`src/rtl/ex_muldiv_pkg.sv`:
```
//==============================================================================
// Module      : ex_muldiv_pkg
// Description : Shared RV32M decode constants and state encoding for ex_muldiv.
// Revision    : 1.0 - initial release
//==============================================================================
`default_nettype none

package ex_muldiv_pkg;

    localparam logic [6:0]  c_INST_TYPE_R_M = 7'b0110011;
    localparam logic [6:0]  c_FUNCT7_M      = 7'b0000001;
    localparam logic [31:0] c_INST_NOP      = 32'h0000_0013;

    localparam logic [2:0]  c_F3_MUL    = 3'b000;
    localparam logic [2:0]  c_F3_MULH   = 3'b001;
    localparam logic [2:0]  c_F3_MULHSU = 3'b010;
    localparam logic [2:0]  c_F3_MULHU  = 3'b011;
    localparam logic [2:0]  c_F3_DIV    = 3'b100;
    localparam logic [2:0]  c_F3_DIVU   = 3'b101;
    localparam logic [2:0]  c_F3_REM    = 3'b110;
    localparam logic [2:0]  c_F3_REMU   = 3'b111;

    localparam logic [1:0]  c_MD_IDLE = 2'd0;
    localparam logic [1:0]  c_MD_CALC = 2'd1;
    localparam logic [1:0]  c_MD_DONE = 2'd2;

    typedef enum logic [1:0] {
        MD_IDLE = c_MD_IDLE,
        MD_CALC = c_MD_CALC,
        MD_DONE = c_MD_DONE
    } md_state_t;

    function automatic logic is_m_inst(input logic [6:0] funct7, input logic [6:0] opcode);
        return (opcode == c_INST_TYPE_R_M) && (funct7 == c_FUNCT7_M);
    endfunction

endpackage

`default_nettype wire

```
`src/rtl/ex_muldiv_if.sv`:
```
//==============================================================================
// Module      : ex_muldiv_if
// Description : ID/EX-side request and write-back bundle of the mul/div unit.
// Revision    : 1.0 - initial release
//==============================================================================
`default_nettype none

interface ex_muldiv_if;
    logic [31:0] inst_i;
    logic [31:0] op1_i;
    logic [31:0] op2_i;
    logic [4:0]  rd_addr_i;
    logic        reg_wen_i;
    logic        flush_i;
    logic        hold_flag_o;
    logic        result_valid_o;
    logic [31:0] rd_data_o;
    logic [4:0]  rd_addr_o;
    logic        reg_wen_o;

    modport master (
        output inst_i, op1_i, op2_i, rd_addr_i, reg_wen_i, flush_i,
        input  hold_flag_o, result_valid_o, rd_data_o, rd_addr_o, reg_wen_o
    );

    modport slave (
        input  inst_i, op1_i, op2_i, rd_addr_i, reg_wen_i, flush_i,
        output hold_flag_o, result_valid_o, rd_data_o, rd_addr_o, reg_wen_o
    );
endinterface

`default_nettype wire

```
`src/rtl/ex_muldiv_md_iter_core.sv`:
```
//==============================================================================
// Module      : md_iter_core
// Description : 64-bit shift register doing one shift-add (mul) or one
//               restoring-subtract (div) step per cycle on unsigned operands.
// Revision    : 1.0 - initial release
//==============================================================================
`default_nettype none

module md_iter_core #(
    parameter int XLEN = 32
) (
    input  wire logic                clk,
    input  wire logic                rst,
    input  wire logic                i_load,
    input  wire logic                i_step,
    input  wire logic                i_is_div,
    input  wire logic [XLEN-1:0]     i_lo,
    input  wire logic [XLEN-1:0]     i_opnd,
    output logic      [2*XLEN-1:0]   o_acc,
    output logic      [2*XLEN-1:0]   o_acc_next,
    output logic      [XLEN-1:0]     o_opnd
);

    logic [2*XLEN-1:0] r_acc;
    logic [XLEN-1:0]   r_opnd;
    logic              r_is_div;
    logic [XLEN:0]     w_sum;
    logic [XLEN+1:0]   w_trial;
    logic [2*XLEN-1:0] w_next;
    logic              w_unused;

    // Mul: conditionally add multiplicand to the high half, then shift right.
    assign w_sum   = {1'b0, r_acc[2*XLEN-1:XLEN]} + (r_acc[0] ? {1'b0, r_opnd} : '0);
    // Div: the shifted partial remainder can be XLEN+1 bits wide.
    assign w_trial = {1'b0, r_acc[2*XLEN-1:XLEN-1]} - {2'b00, r_opnd};
    assign w_unused = w_trial[XLEN];

    always_comb begin
        w_next = {w_sum, r_acc[XLEN-1:1]};
        if (r_is_div) begin
            if (w_trial[XLEN+1]) begin
                w_next = {r_acc[2*XLEN-2:0], 1'b0};
            end else begin
                w_next = {w_trial[XLEN-1:0], r_acc[XLEN-2:0], 1'b1};
            end
        end
    end

    always_ff @(posedge clk or negedge rst) begin
        if (!rst) begin
            r_acc    <= '0;
            r_opnd   <= '0;
            r_is_div <= 1'b0;
        end else if (i_load) begin
            r_acc    <= {{XLEN{1'b0}}, i_lo};
            r_opnd   <= i_opnd;
            r_is_div <= i_is_div;
        end else if (i_step) begin
            r_acc    <= w_next;
        end
    end

    assign o_acc      = r_acc;
    assign o_acc_next = w_next;
    assign o_opnd     = r_opnd;

endmodule

`default_nettype wire

```
`src/rtl/ex_muldiv.sv`:
```
//==============================================================================
// Module      : ex_muldiv
// Description : Iterative RV32M multiply/divide unit in EX; stalls the front end
//               while iterating and emits one write-back strobe per M op.
// Revision    : 1.0 - initial release
//==============================================================================
`default_nettype none

module ex_muldiv
    import ex_muldiv_pkg::*;
#(
    parameter int XLEN     = 32,
    parameter bit FAST_MUL = 1'b0
) (
    input  wire logic    clk,
    input  wire logic    rst,
    ex_muldiv_if.slave   md
);

    md_state_t         r_state, w_state_next;
    logic [4:0]        r_cnt;
    logic [2:0]        r_funct3;
    logic [4:0]        r_rd_addr_p;
    logic              r_neg;
    logic [XLEN-1:0]   r_rd_data;
    logic [4:0]        r_rd_addr;

    logic [2:0]        w_f3;
    logic              w_is_m, w_s1, w_s2, w_neg;
    logic [XLEN-1:0]   w_mag1, w_mag2;
    logic              w_div0, w_ovf, w_special;
    logic [XLEN-1:0]   w_special_val;
    logic              w_accept, w_hold, w_valid, w_store, w_last;
    logic [2*XLEN-1:0] w_core_acc, w_core_acc_next, w_fast_prod, w_raw, w_prod_s;
    logic [XLEN-1:0]   w_core_opnd, w_quo_rem, w_result;
    logic              w_unused;

    assign w_f3   = md.inst_i[14:12];
    assign w_is_m = is_m_inst(md.inst_i[31:25], md.inst_i[6:0]);

    always_comb begin
        w_s1 = 1'b0;
        w_s2 = 1'b0;
        case (w_f3)
            c_F3_MUL, c_F3_MULH, c_F3_DIV, c_F3_REM: begin
                w_s1 = md.op1_i[XLEN-1];
                w_s2 = md.op2_i[XLEN-1];
            end
            c_F3_MULHSU:                    w_s1 = md.op1_i[XLEN-1];
            c_F3_MULHU, c_F3_DIVU, c_F3_REMU: ;
            default: ;
        endcase
    end

    assign w_mag1 = w_s1 ? -md.op1_i : md.op1_i;
    assign w_mag2 = w_s2 ? -md.op2_i : md.op2_i;
    // Remainder takes the dividend's sign; everything else takes s1^s2.
    assign w_neg  = (w_f3 == c_F3_REM) ? w_s1 : (w_s1 ^ w_s2);

    assign w_div0 = w_f3[2] && (md.op2_i == '0);
    assign w_ovf  = ((w_f3 == c_F3_DIV) || (w_f3 == c_F3_REM)) &&
                    (md.op1_i == 32'h8000_0000) && (md.op2_i == 32'hFFFF_FFFF);
    assign w_special = w_div0 || w_ovf;
    always_comb begin
        if (w_div0) w_special_val = w_f3[1] ? md.op1_i : '1;
        else        w_special_val = w_f3[1] ? '0 : 32'h8000_0000;
    end

    assign w_last = (r_cnt == 5'd31) || (FAST_MUL && !r_funct3[2]);

    always_comb begin
        w_state_next = r_state;
        w_accept     = 1'b0;
        w_hold       = 1'b0;
        w_valid      = 1'b0;
        w_store      = 1'b0;
        case (r_state)
            MD_IDLE: begin
                if (rst && w_is_m && md.reg_wen_i && !md.flush_i) begin
                    w_accept     = 1'b1;
                    w_hold       = 1'b1;
                    w_state_next = w_special ? MD_DONE : MD_CALC;
                end
            end
            MD_CALC: begin
                w_hold = 1'b1;
                if (md.flush_i) begin
                    w_state_next = MD_IDLE;
                end else if (w_last) begin
                    w_store      = 1'b1;
                    w_state_next = MD_DONE;
                end
            end
            MD_DONE: begin
                w_valid      = !md.flush_i;
                w_state_next = MD_IDLE;
            end
            default: w_state_next = MD_IDLE;
        endcase
    end

    always_ff @(posedge clk or negedge rst) begin
        if (!rst) r_state <= MD_IDLE;
        else      r_state <= w_state_next;
    end

    md_iter_core #(.XLEN(XLEN)) u_core (
        .clk        (clk),
        .rst        (rst),
        .i_load     (w_accept),
        .i_step     (r_state == MD_CALC),
        .i_is_div   (w_f3[2]),
        .i_lo       (w_f3[2] ? w_mag1 : w_mag2),
        .i_opnd     (w_f3[2] ? w_mag2 : w_mag1),
        .o_acc      (w_core_acc),
        .o_acc_next (w_core_acc_next),
        .o_opnd     (w_core_opnd)
    );

    if (FAST_MUL) begin : g_fast_mul
        assign w_fast_prod = {{XLEN{1'b0}}, w_core_opnd} * {{XLEN{1'b0}}, w_core_acc[XLEN-1:0]};
    end else begin : g_iter_mul
        assign w_fast_prod = '0;
    end

    assign w_raw     = (FAST_MUL && !r_funct3[2]) ? w_fast_prod : w_core_acc_next;
    assign w_prod_s  = r_neg ? -w_raw : w_raw;
    assign w_quo_rem = r_funct3[1] ? w_raw[2*XLEN-1:XLEN] : w_raw[XLEN-1:0];
    always_comb begin
        if (r_funct3[2])                w_result = r_neg ? -w_quo_rem : w_quo_rem;
        else if (r_funct3 == c_F3_MUL)  w_result = w_prod_s[XLEN-1:0];
        else                            w_result = w_prod_s[2*XLEN-1:XLEN];
    end

    always_ff @(posedge clk or negedge rst) begin
        if (!rst) begin
            r_cnt       <= '0;
            r_funct3    <= '0;
            r_rd_addr_p <= '0;
            r_neg       <= 1'b0;
            r_rd_data   <= '0;
            r_rd_addr   <= '0;
        end else begin
            if (w_accept) begin
                r_funct3    <= w_f3;
                r_rd_addr_p <= md.rd_addr_i;
                r_neg       <= w_neg;
            end
            if (w_accept && w_special) begin
                r_rd_data <= w_special_val;
                r_rd_addr <= md.rd_addr_i;
            end else if (w_store) begin
                r_rd_data <= w_result;
                r_rd_addr <= r_rd_addr_p;
            end
            r_cnt <= (r_state == MD_CALC && !md.flush_i && !w_last) ? r_cnt + 5'd1 : 5'd0;
        end
    end

    assign md.hold_flag_o    = w_hold;
    assign md.result_valid_o = w_valid;
    assign md.reg_wen_o      = w_valid;
    assign md.rd_data_o      = r_rd_data;
    assign md.rd_addr_o      = r_rd_addr;

    assign w_unused = ^{md.inst_i[24:15], md.inst_i[11:7], w_core_acc, w_core_opnd};

endmodule

`default_nettype wire

```
`src/flat_wrapper.sv`:
```
// flat-port wrapper written by rule: the top's interface ports become plain ports
module ex_muldiv_flat import ex_muldiv_pkg::*;
#(
    parameter int XLEN     = 32,
    parameter bit FAST_MUL = 1'b0
)
  (clk, rst, md_inst_i, md_op1_i, md_op2_i, md_rd_addr_i, md_reg_wen_i, md_flush_i, md_hold_flag_o, md_result_valid_o, md_rd_data_o, md_rd_addr_o, md_reg_wen_o);
  ex_muldiv_if md_i ();
  input  wire logic clk;
  input  wire logic rst;
  input wire logic [$bits(md_i.inst_i)-1:0] md_inst_i;
  input wire logic [$bits(md_i.op1_i)-1:0] md_op1_i;
  input wire logic [$bits(md_i.op2_i)-1:0] md_op2_i;
  input wire logic [$bits(md_i.rd_addr_i)-1:0] md_rd_addr_i;
  input wire logic [$bits(md_i.reg_wen_i)-1:0] md_reg_wen_i;
  input wire logic [$bits(md_i.flush_i)-1:0] md_flush_i;
  output wire logic [$bits(md_i.hold_flag_o)-1:0] md_hold_flag_o;
  output wire logic [$bits(md_i.result_valid_o)-1:0] md_result_valid_o;
  output wire logic [$bits(md_i.rd_data_o)-1:0] md_rd_data_o;
  output wire logic [$bits(md_i.rd_addr_o)-1:0] md_rd_addr_o;
  output wire logic [$bits(md_i.reg_wen_o)-1:0] md_reg_wen_o;
  assign md_i.inst_i = md_inst_i;
  assign md_i.op1_i = md_op1_i;
  assign md_i.op2_i = md_op2_i;
  assign md_i.rd_addr_i = md_rd_addr_i;
  assign md_i.reg_wen_i = md_reg_wen_i;
  assign md_i.flush_i = md_flush_i;
  assign md_hold_flag_o = md_i.hold_flag_o;
  assign md_result_valid_o = md_i.result_valid_o;
  assign md_rd_data_o = md_i.rd_data_o;
  assign md_rd_addr_o = md_i.rd_addr_o;
  assign md_reg_wen_o = md_i.reg_wen_o;
  ex_muldiv #(.XLEN(XLEN), .FAST_MUL(FAST_MUL)) u_core (.clk(clk), .rst(rst), .md(md_i));
endmodule
```
`config.mk`:
```
export PLATFORM = sky130hd
export DESIGN_NAME = ex_muldiv_flat
export DESIGN_NICKNAME = d
export VERILOG_FILES = /design/src/rtl/ex_muldiv_pkg.sv /design/src/rtl/ex_muldiv_if.sv /design/src/rtl/ex_muldiv_md_iter_core.sv /design/src/rtl/ex_muldiv.sv /design/src/flat_wrapper.sv
export SDC_FILE = /design/constraint.sdc
export NUM_CORES = 1
export LEC_CHECK = 0
export CORE_MARGIN = 2
export CORE_UTILIZATION = 53
export DETAILED_ROUTE_END_ITERATION = 7
export PLACE_DENSITY_LB_ADDON = 0.15
export SYNTH_ARGS = -nofsm -noshare
export SYNTH_HDL_FRONTEND = slang
export SYNTH_SLANG_ARGS = --single-unit
```
`constraint.sdc`:
```
create_clock -name clk -period 6 [get_ports clk]
set_clock_uncertainty 0.05 [all_clocks]
set_input_delay 1.2 -clock clk [delete_from_list [all_inputs] [get_ports clk]]
set_output_delay 1.2 -clock clk [all_outputs]
set_load 0.02 [all_outputs]
```
==> qor.yml, run 1 <==
status:
  status: "completed"
timing:
  timing.final.hold_violations: 0
  slew_headroom: 0.205
  worst_pin_slew_ns: 1.19
  fin_ws_ns: 0.334
  fmax_mhz: 176
  fin_crit_sh: 0.944
  rsz0062_at_grt: "no"
  fin_tns_setup_ns: 0
  finalMaxSlewViolations: 0
  final-setup-viol-count: 0
  finalCriticalPeriod_ns: 5.67
logic_synthesis:
  synth_top_area_share: 0.208
  netlist_area_mm2: 0.0179
  syn_avg_cell_area_um2: 7.24
  async_flop_share: 1.00
  ys_ff_latch: 149
  syn_inst: 2478
  synth.distinct_cells: 109
  synth_edf_count: 0
  synth_area_leaders: "dfrtp_1, nand2_1, o21ai_0, a21oi_1, ha_1"
  syn_nets: 2656
  ys_warn_count: 0
  yosysSeqAreaShare: 0.208
  ys.flop_type: "dfrtp_1"
  synth_area_leader_cell: "dfrtp_1"
floorplanning:
  die-area_mm2: 0.0353
  ioPinCount: 145
  die_y_um: 188
  rows: 67
  die_x_um: 188
  core_mm2: 0.0334
  start_util: 0.536
clocking:
  post-cts-setup-buffers: 0
  clockBufferDepth: 2
  clock-root-buffer: "clkbuf_16"
  clk_pin_slew_ns: 0.07
  cts_tree: "built"
  numCtsBuffers: 17
  clock_sinks: 149
  clock_latency_ns: 0.45
  cts.htree.levels: 4
route:
  dr.pass1.iters: 6
  wl_per_cell_um: 24.5
  routed_wl_um: 73500
  detail-route-antenna-nets: 0
  drc: 0
  dr_total_vias: 20271
  via_per_inst: 6.77
  drt_iter0_drc: 2686
placed_design:
  portBuffers: 129
  gp_congestion: 0.980
  dpl.hpwl_um: 56300
  place_inst: 2963
  place_ws_ns: 0.217
  placed_area_mm2: 0.0197
setup_path:
  crit_path_end_kind: "flop"
  crit_fanout: 7
  worstPathArrival_ns: 6.00
  cp-start-kind: "flop"
  critPathKind: "flop to flop"
  cp.required_ns: 6.34
global_route:
  grt_pass1_vias: 18504
  grt_max_degree: 115
  grt_overflow: 0
  grt_pass1_wl_um: 111000
  grt_util_all_layers: 0.406
  grt_antenna_before_repair: 4
final_layout:
  layout.cells.non_filler: 2996
  nFillCells: 3162
  regArea_mm2: 0.00373
  drive_above_1_share: 0.0844
  finish.utilization: 0.608
  nNetsFinal: 2712
  final_area_mm2: 0.0203
  multi_input_area_mm2: 0.0132
  syn2layout_area_growth_pct: 13.3
pwr:
  vdd_drop_max_mv: 0.162
  p_leak_uw: 0.00824
  p_per_area_mw_per_mm2: 202
min_path:
  hp-class: "flop to flop"
job:
  max-cap-violations: 0
==> cells in the mapped netlist (all sizes together), types with 8 or more instances <==
library cell and n:
and4 9, nor2 202, and2 52, o21ai 248
a21o 29, a221oi 17, xnor2 85, o21a 18
nor2b 11, a21boi 12, a21oi 221, a211oi 33
mux2i 51, nand2 308, o211ai 71, xor2 61
nor3 76, o31ai 29, and3 10, clkbuf 123
o21bai 15, nand3 60, inv 82, o22ai 16
o2bb2ai 8, a31o 8, a22oi 11, buf 54
o41ai 9, mux2 19, or4 11, o31a 13
or2 14, a211o 10, nand2b 16, a31oi 39
dfrtp 149, or3 20, ha 71, nand4 32
nor4 27, nand3b 9, o221ai 9, o211a 8
nor3b 9
==> flip-flops by register name, summed over array words and instances, names as in the netlist <==
name                    cells
u_core.md.rd_addr_o         5
u_core.md.rd_data_o        32
u_core.u_core.r_is_div      1
u_core.r_funct3             2
u_core.u_core.o_opnd       32
u_core.r_rd_addr_p          5
u_core.r_cnt                5
u_core.u_core.o_acc        64
u_core.r_neg                1
u_core.r_state              2
==> critical path, stage by stage, from the launching register on <==
cell	delay, ns
dfrtp_1	0.43
ha_1	0.40
a21oi_2	0.23
o21ai_1	0.13
a2111oi_4	0.45
o21ai_2	0.15
nor2_1	0.26
nand2_1	0.17
o21ai_2	0.16
ha_1	0.24
o21ai_1	0.16
or2_2	0.39
nor3_2	0.23
nand3_1	0.18
nor3_2	0.29
nand3b_1	0.19
buf_4	0.22
nor4_1	0.24
buf_4	0.19
nand2_1	0.07
nand3_1	0.10
o21ai_1	0.10
a2111oi_2	0.39
o32a_1	0.18
==> power by group <==
part	switching (uW)	internal, uW
registers	105	1060
clock network	500	643
logic	1140	671
total	1740	2370
==> routing by layer <==
metal,GRT usage,share of wire,vias up
met5,0,0.00018,-
met4,0.134,0.031,2
met3,0.0715,0.11,148
met2,0.624,0.44,1248
met1,0.575,0.43,9626
li1,-,-,9247
==> repair_timing <==
action                                  4_1_cts  5_1_grt
hold buffers                                  0        0
endpoints found under the setup margin        0       12
endpoints found under the hold margin         0        0
resized for setup                             0       10
==> cells by family after synthesis <==
logic type,Yosys count,synth area share
flops,149,0.208
mux,71,0.0416
buf+inv,260,0.0602
simple gates,885,0.238
xor+xnor,146,0.0713
compound gates,894,0.330
fa+ha+maj,73,0.0518
==> worst paths after layout <==
| check | from | end | slack, ns | cells after the start |
|---|---|---|---|---|
| worst max-delay path | u_core.u_core.o_acc[59]$_DFFE_PN0N_ | u_core.md.rd_data_o[22]$_DFFE_PN0P_ | 0.33 | 23 |
| max in group asynchronous | rst | u_core.u_core.o_opnd[31]$_DFFE_PN0P_ | 3.39 | 3 |
| worst max register to register | u_core.u_core.o_acc[59]$_DFFE_PN0N_ | u_core.md.rd_data_o[22]$_DFFE_PN0P_ | 0.33 | 23 |
| worst min-delay path | u_core.r_cnt[0]$_DFF_PN0_ | u_core.r_cnt[0]$_DFF_PN0_ | 0.42 | 1 |
| min in group asynchronous | rst | u_core.u_core.o_acc[17]$_DFFE_PN0N_ | 0.65 | 1 |
| worst min register to register | u_core.r_cnt[0]$_DFF_PN0_ | u_core.r_cnt[0]$_DFF_PN0_ | 0.42 | 1 |
==> cell type report <==
| type | count | share of cell area |
|---|---|---|
| multi-input cells | 2069 | 0.649 |
| flip-flops and latches | 149 | 0.184 |
| repair buffers | 214 | 0.0953 |
| well taps | 448 | 0.0276 |
| clock buffers | 20 | 0.0225 |
| inverters | 83 | 0.0153 |
| clock inverters | 12 | 0.00701 |
| diodes | 1 | 0.000123 |
==> layout by cell type (no fill, tap or decap), drive strengths merged, types with 33 or more instances in the layout <==
master and count:
a21oi 221, clkdlybuf4s50 127, inv 86, and2 52
nor3 76, nand3 60, dfrtp 149, xnor2 85
nand2 308, o21ai 248, ha 71, nor2 202
a211oi 33, buf 87, o211ai 71, xor2 61
a31oi 39, mux2i 51
==> stage by stage <==
stage / power [uW] / hold slack (ns)
after floorplan: 2340 / 0.382
after global placement: 2890 / 0.406
after detailed placement: 2910 / 0.414
after CTS: 4050 / 0.425
after global routing: 4300 / 0.456
final: 4120 / 0.422
Power figures use the tool's default switching activity.
==> inputs of run 2 (changes only) <==
- clock period: 6 -> 6.9 ns (I/O delays scaled with it)
==> run 2 against run 1 <==
  * The flow now finishes with violations (DRC)
  * Clock power is essentially flat
  * Combinational power shrank 15%
  * First-iteration DRC count shrank 1.4%
  * Sequential share of layout area grew 0.23 points
  * Total power shrank 11%
  * Critical path depth grew 1
  * Sequential power shrank 13%
  * Wire length shrank 1.4%
  * Final cell count shrank 1.3%
  * Non-clock buffer count shrank 38
  * Core utilization shrank 0.76 points
  * Critical path type unchanged
==> qor.yml, run 2 (synthesis gave the netlist of run 1 again) <==
placed_design:
  portBuffers: 129  # unchanged
  gp_congestion: 0.974  # -0.56%
  dpl.hpwl_um: 54900  # -2.4%
  place_inst: 2925  # -1.3%
global_route:
  grt_max_degree: 103  # -10%
  grt_overflow: 0  # unchanged
  grt_pass1_wl_um: 110000  # -0.32%
  grt_pass1_vias: 18409  # -0.51%
  grt_antenna_before_repair: 4  # unchanged
  grt_util_all_layers: 0.403  # -0.00286
final_layout:
  antenna_cells: 0  # -1
  layout.cells.non_filler: 2957  # -1.3%
  multi_input_area_mm2: 0.0132  # -0.27%
  mostFrequentLayoutCells: "nand2_1, o21ai_0, a21oi_1, nor2_1, dfrtp_1"
  final_common_cell: "nand2_1"
  nNetsFinal: 2674  # -1.4%
  drive_above_1_share: 0.0682  # -0.0163
  nFillCells: 3105  # -1.8%
  regArea_mm2: 0.00373  # unchanged
  syn2layout_area_growth_pct: 11.9
  largest_reg_flops: 64  # unchanged
setup_path:
  critPathKind: "flop to flop"
  worstPathArrival_ns: 6.95  # +0.95 ns
  cp.required_ns: 7.23  # +0.89 ns
  crit_fanout: 7  # unchanged
  cp-start-kind: "flop"
  r2r_cells: 24  # +4.3%
  crit_path_end_kind: "flop"
pwr:
  pwr-share-clk: 0.308  # +0.030
  p_comb_frac: 0.415  # -0.024
  switching_share: 0.408  # -0.0153
  internal-power_uw: 2180  # -8.2%
  p_leak_uw: 0.00808  # -1.9%
  pwr-share-seq: 0.277  # -0.006
  vdd_drop_max_mv: 0.166  # +2.4%
  p_switching_uw: 1500  # -14%
  p_per_area_mw_per_mm2: 183  # -9.4%
timing:
  fmax_mhz: 151  # -14%
  worst_pin_slew_ns: 1.19  # -0.000936 ns
  slew_headroom: 0.205  # +0.000624
  finalCriticalPeriod_ns: 6.62  # +0.957 ns
  rsz0062_at_grt: "no"
  fin_tns_setup_ns: 0  # unchanged
  fin_crit_sh: 0.960  # +0.0155
  timing.final.hold_violations: 0  # unchanged
  finalMaxSlewViolations: 0  # unchanged
  final-setup-viol-count: 0  # unchanged
route:
  wl_per_cell_um: 24.5  # about the same
  dr.pass1.iters: 8  # +2
  drc: 1  # +1
  routed_wl_um: 72500  # -1.4%
  detail-route-antenna-nets: 0  # unchanged
  via_per_inst: 6.83  # +0.87%
  drt_iter0_drc: 2648  # -1.4%
  dr_total_vias: 20182  # -0.44%
clocking:
  clockBufferDepth: 2  # unchanged
  hold_buffers: 0  # unchanged
  cts_resized: 0  # unchanged
  clock_latency_ns: 0.45  # about the same
  numCtsBuffers: 17  # unchanged
  clock-root-buffer: "clkbuf_16"
  clk_pin_slew_ns: 0.07  # about the same
  cts_tree: "built"
  clock_sinks: 149  # unchanged
  cts.htree.levels: 4  # unchanged
  post-cts-setup-buffers: 0  # unchanged
job:
  max-cap-violations: 0  # unchanged
status:
  status: "finished, violations left"
  violations: "DRC"
floorplanning:
  die_y_um: 188  # unchanged
  core_mm2: 0.0334  # unchanged
  die-area_mm2: 0.0353  # unchanged
  start_util: 0.536  # unchanged
  die_x_um: 188  # unchanged
  rows: 67  # unchanged
  ioPinCount: 145  # unchanged
min_path:
  hp-class: "flop to flop"
  whs_path_depth: 1  # unchanged
-- run 2: worst max-delay path, cell delays in order, from the launching register on --
cell and delay, ns:
dfrtp_1 0.47, ha_1 0.44, a21oi_2 0.22, o21ai_2 0.14, a21o_4 0.27, o31a_4 0.35, nor2_1 0.55, nand2_1 0.10
o21ai_0 0.18, ha_1 0.28, o21ai_1 0.14, or2_2 0.39, nor3_1 0.22, buf_4 0.16, nand3_1 0.21, nor3_1 0.52
nand3b_1 0.22, buf_4 0.22, nor4_1 0.23, buf_4 0.18, nand2_1 0.06, nand3_1 0.09, o21ai_1 0.08, a2111oi_0 0.56
o32a_1 0.22
-- run 2: per-layer routing --
layer / wire length, um / track usage
met1: 30700 / 0.568
met2: 31100 / 0.614
met3: 8380 / 0.0807
met4: 2380 / 0.136
met5: 13 / 0
-- run 2: power by group through the flow --
stage | combinational, uW | clock, uW | sequential (uW)
floorplan | 1050 | 0 | 987
global placement | 1440 | 0 | 1030
detailed placement | 1460 | 0 | 1030
CTS | 1470 | 1130 | 1020
global route | 1640 | 1160 | 1030
finish | 1530 | 1130 | 1020
-- run 2: final cells by class --
class | instances | share of cell area
sequential | 149 | 0.186
tap | 448 | 0.0279
clock inverter | 11 | 0.0110
clock buffer | 21 | 0.0229
timing repair buffer | 176 | 0.0817
multi-input combinational | 2069 | 0.655
inverter | 83 | 0.0155
-- run 2: path summary, 6_finish.rpt --
path / slack [ns] / end / startpoint
max: 0.28 / u_core.md.rd_data_o[22]$_DFFE_PN0P_ / u_core.u_core.o_acc[43]$_DFFE_PN0N_
min: 0.43 / u_core.r_cnt[0]$_DFF_PN0_ / u_core.r_cnt[0]$_DFF_PN0_
max reg2reg: 0.28 / u_core.md.rd_data_o[22]$_DFFE_PN0P_ / u_core.u_core.o_acc[43]$_DFFE_PN0N_
min reg2reg: 0.43 / u_core.r_cnt[0]$_DFF_PN0_ / u_core.r_cnt[0]$_DFF_PN0_
max in group asynchronous: 4.80 / u_core.u_core.o_opnd[29]$_DFFE_PN0P_ / rst
min in group asynchronous: 0.77 / u_core.md.rd_data_o[4]$_DFFE_PN0P_ / rst
-- run 2: metrics by stage --
stage / hold slack [ns] / cell area, um2 / utilization / total power (uW) / setup slack (ns)
floorplan: 0.382 / 17900 / - / 2030 / 1.26
global placement: 0.408 / 19400 / 0.580 / 2470 / 0.538
detailed placement: 0.417 / 19400 / 0.580 / 2490 / 0.545
CTS: 0.434 / 20100 / 0.600 / 3620 / 0.498
global route: 0.453 / 20100 / 0.600 / 3830 / 0.0729
finish: 0.431 / 20100 / 0.600 / 3680 / 0.277
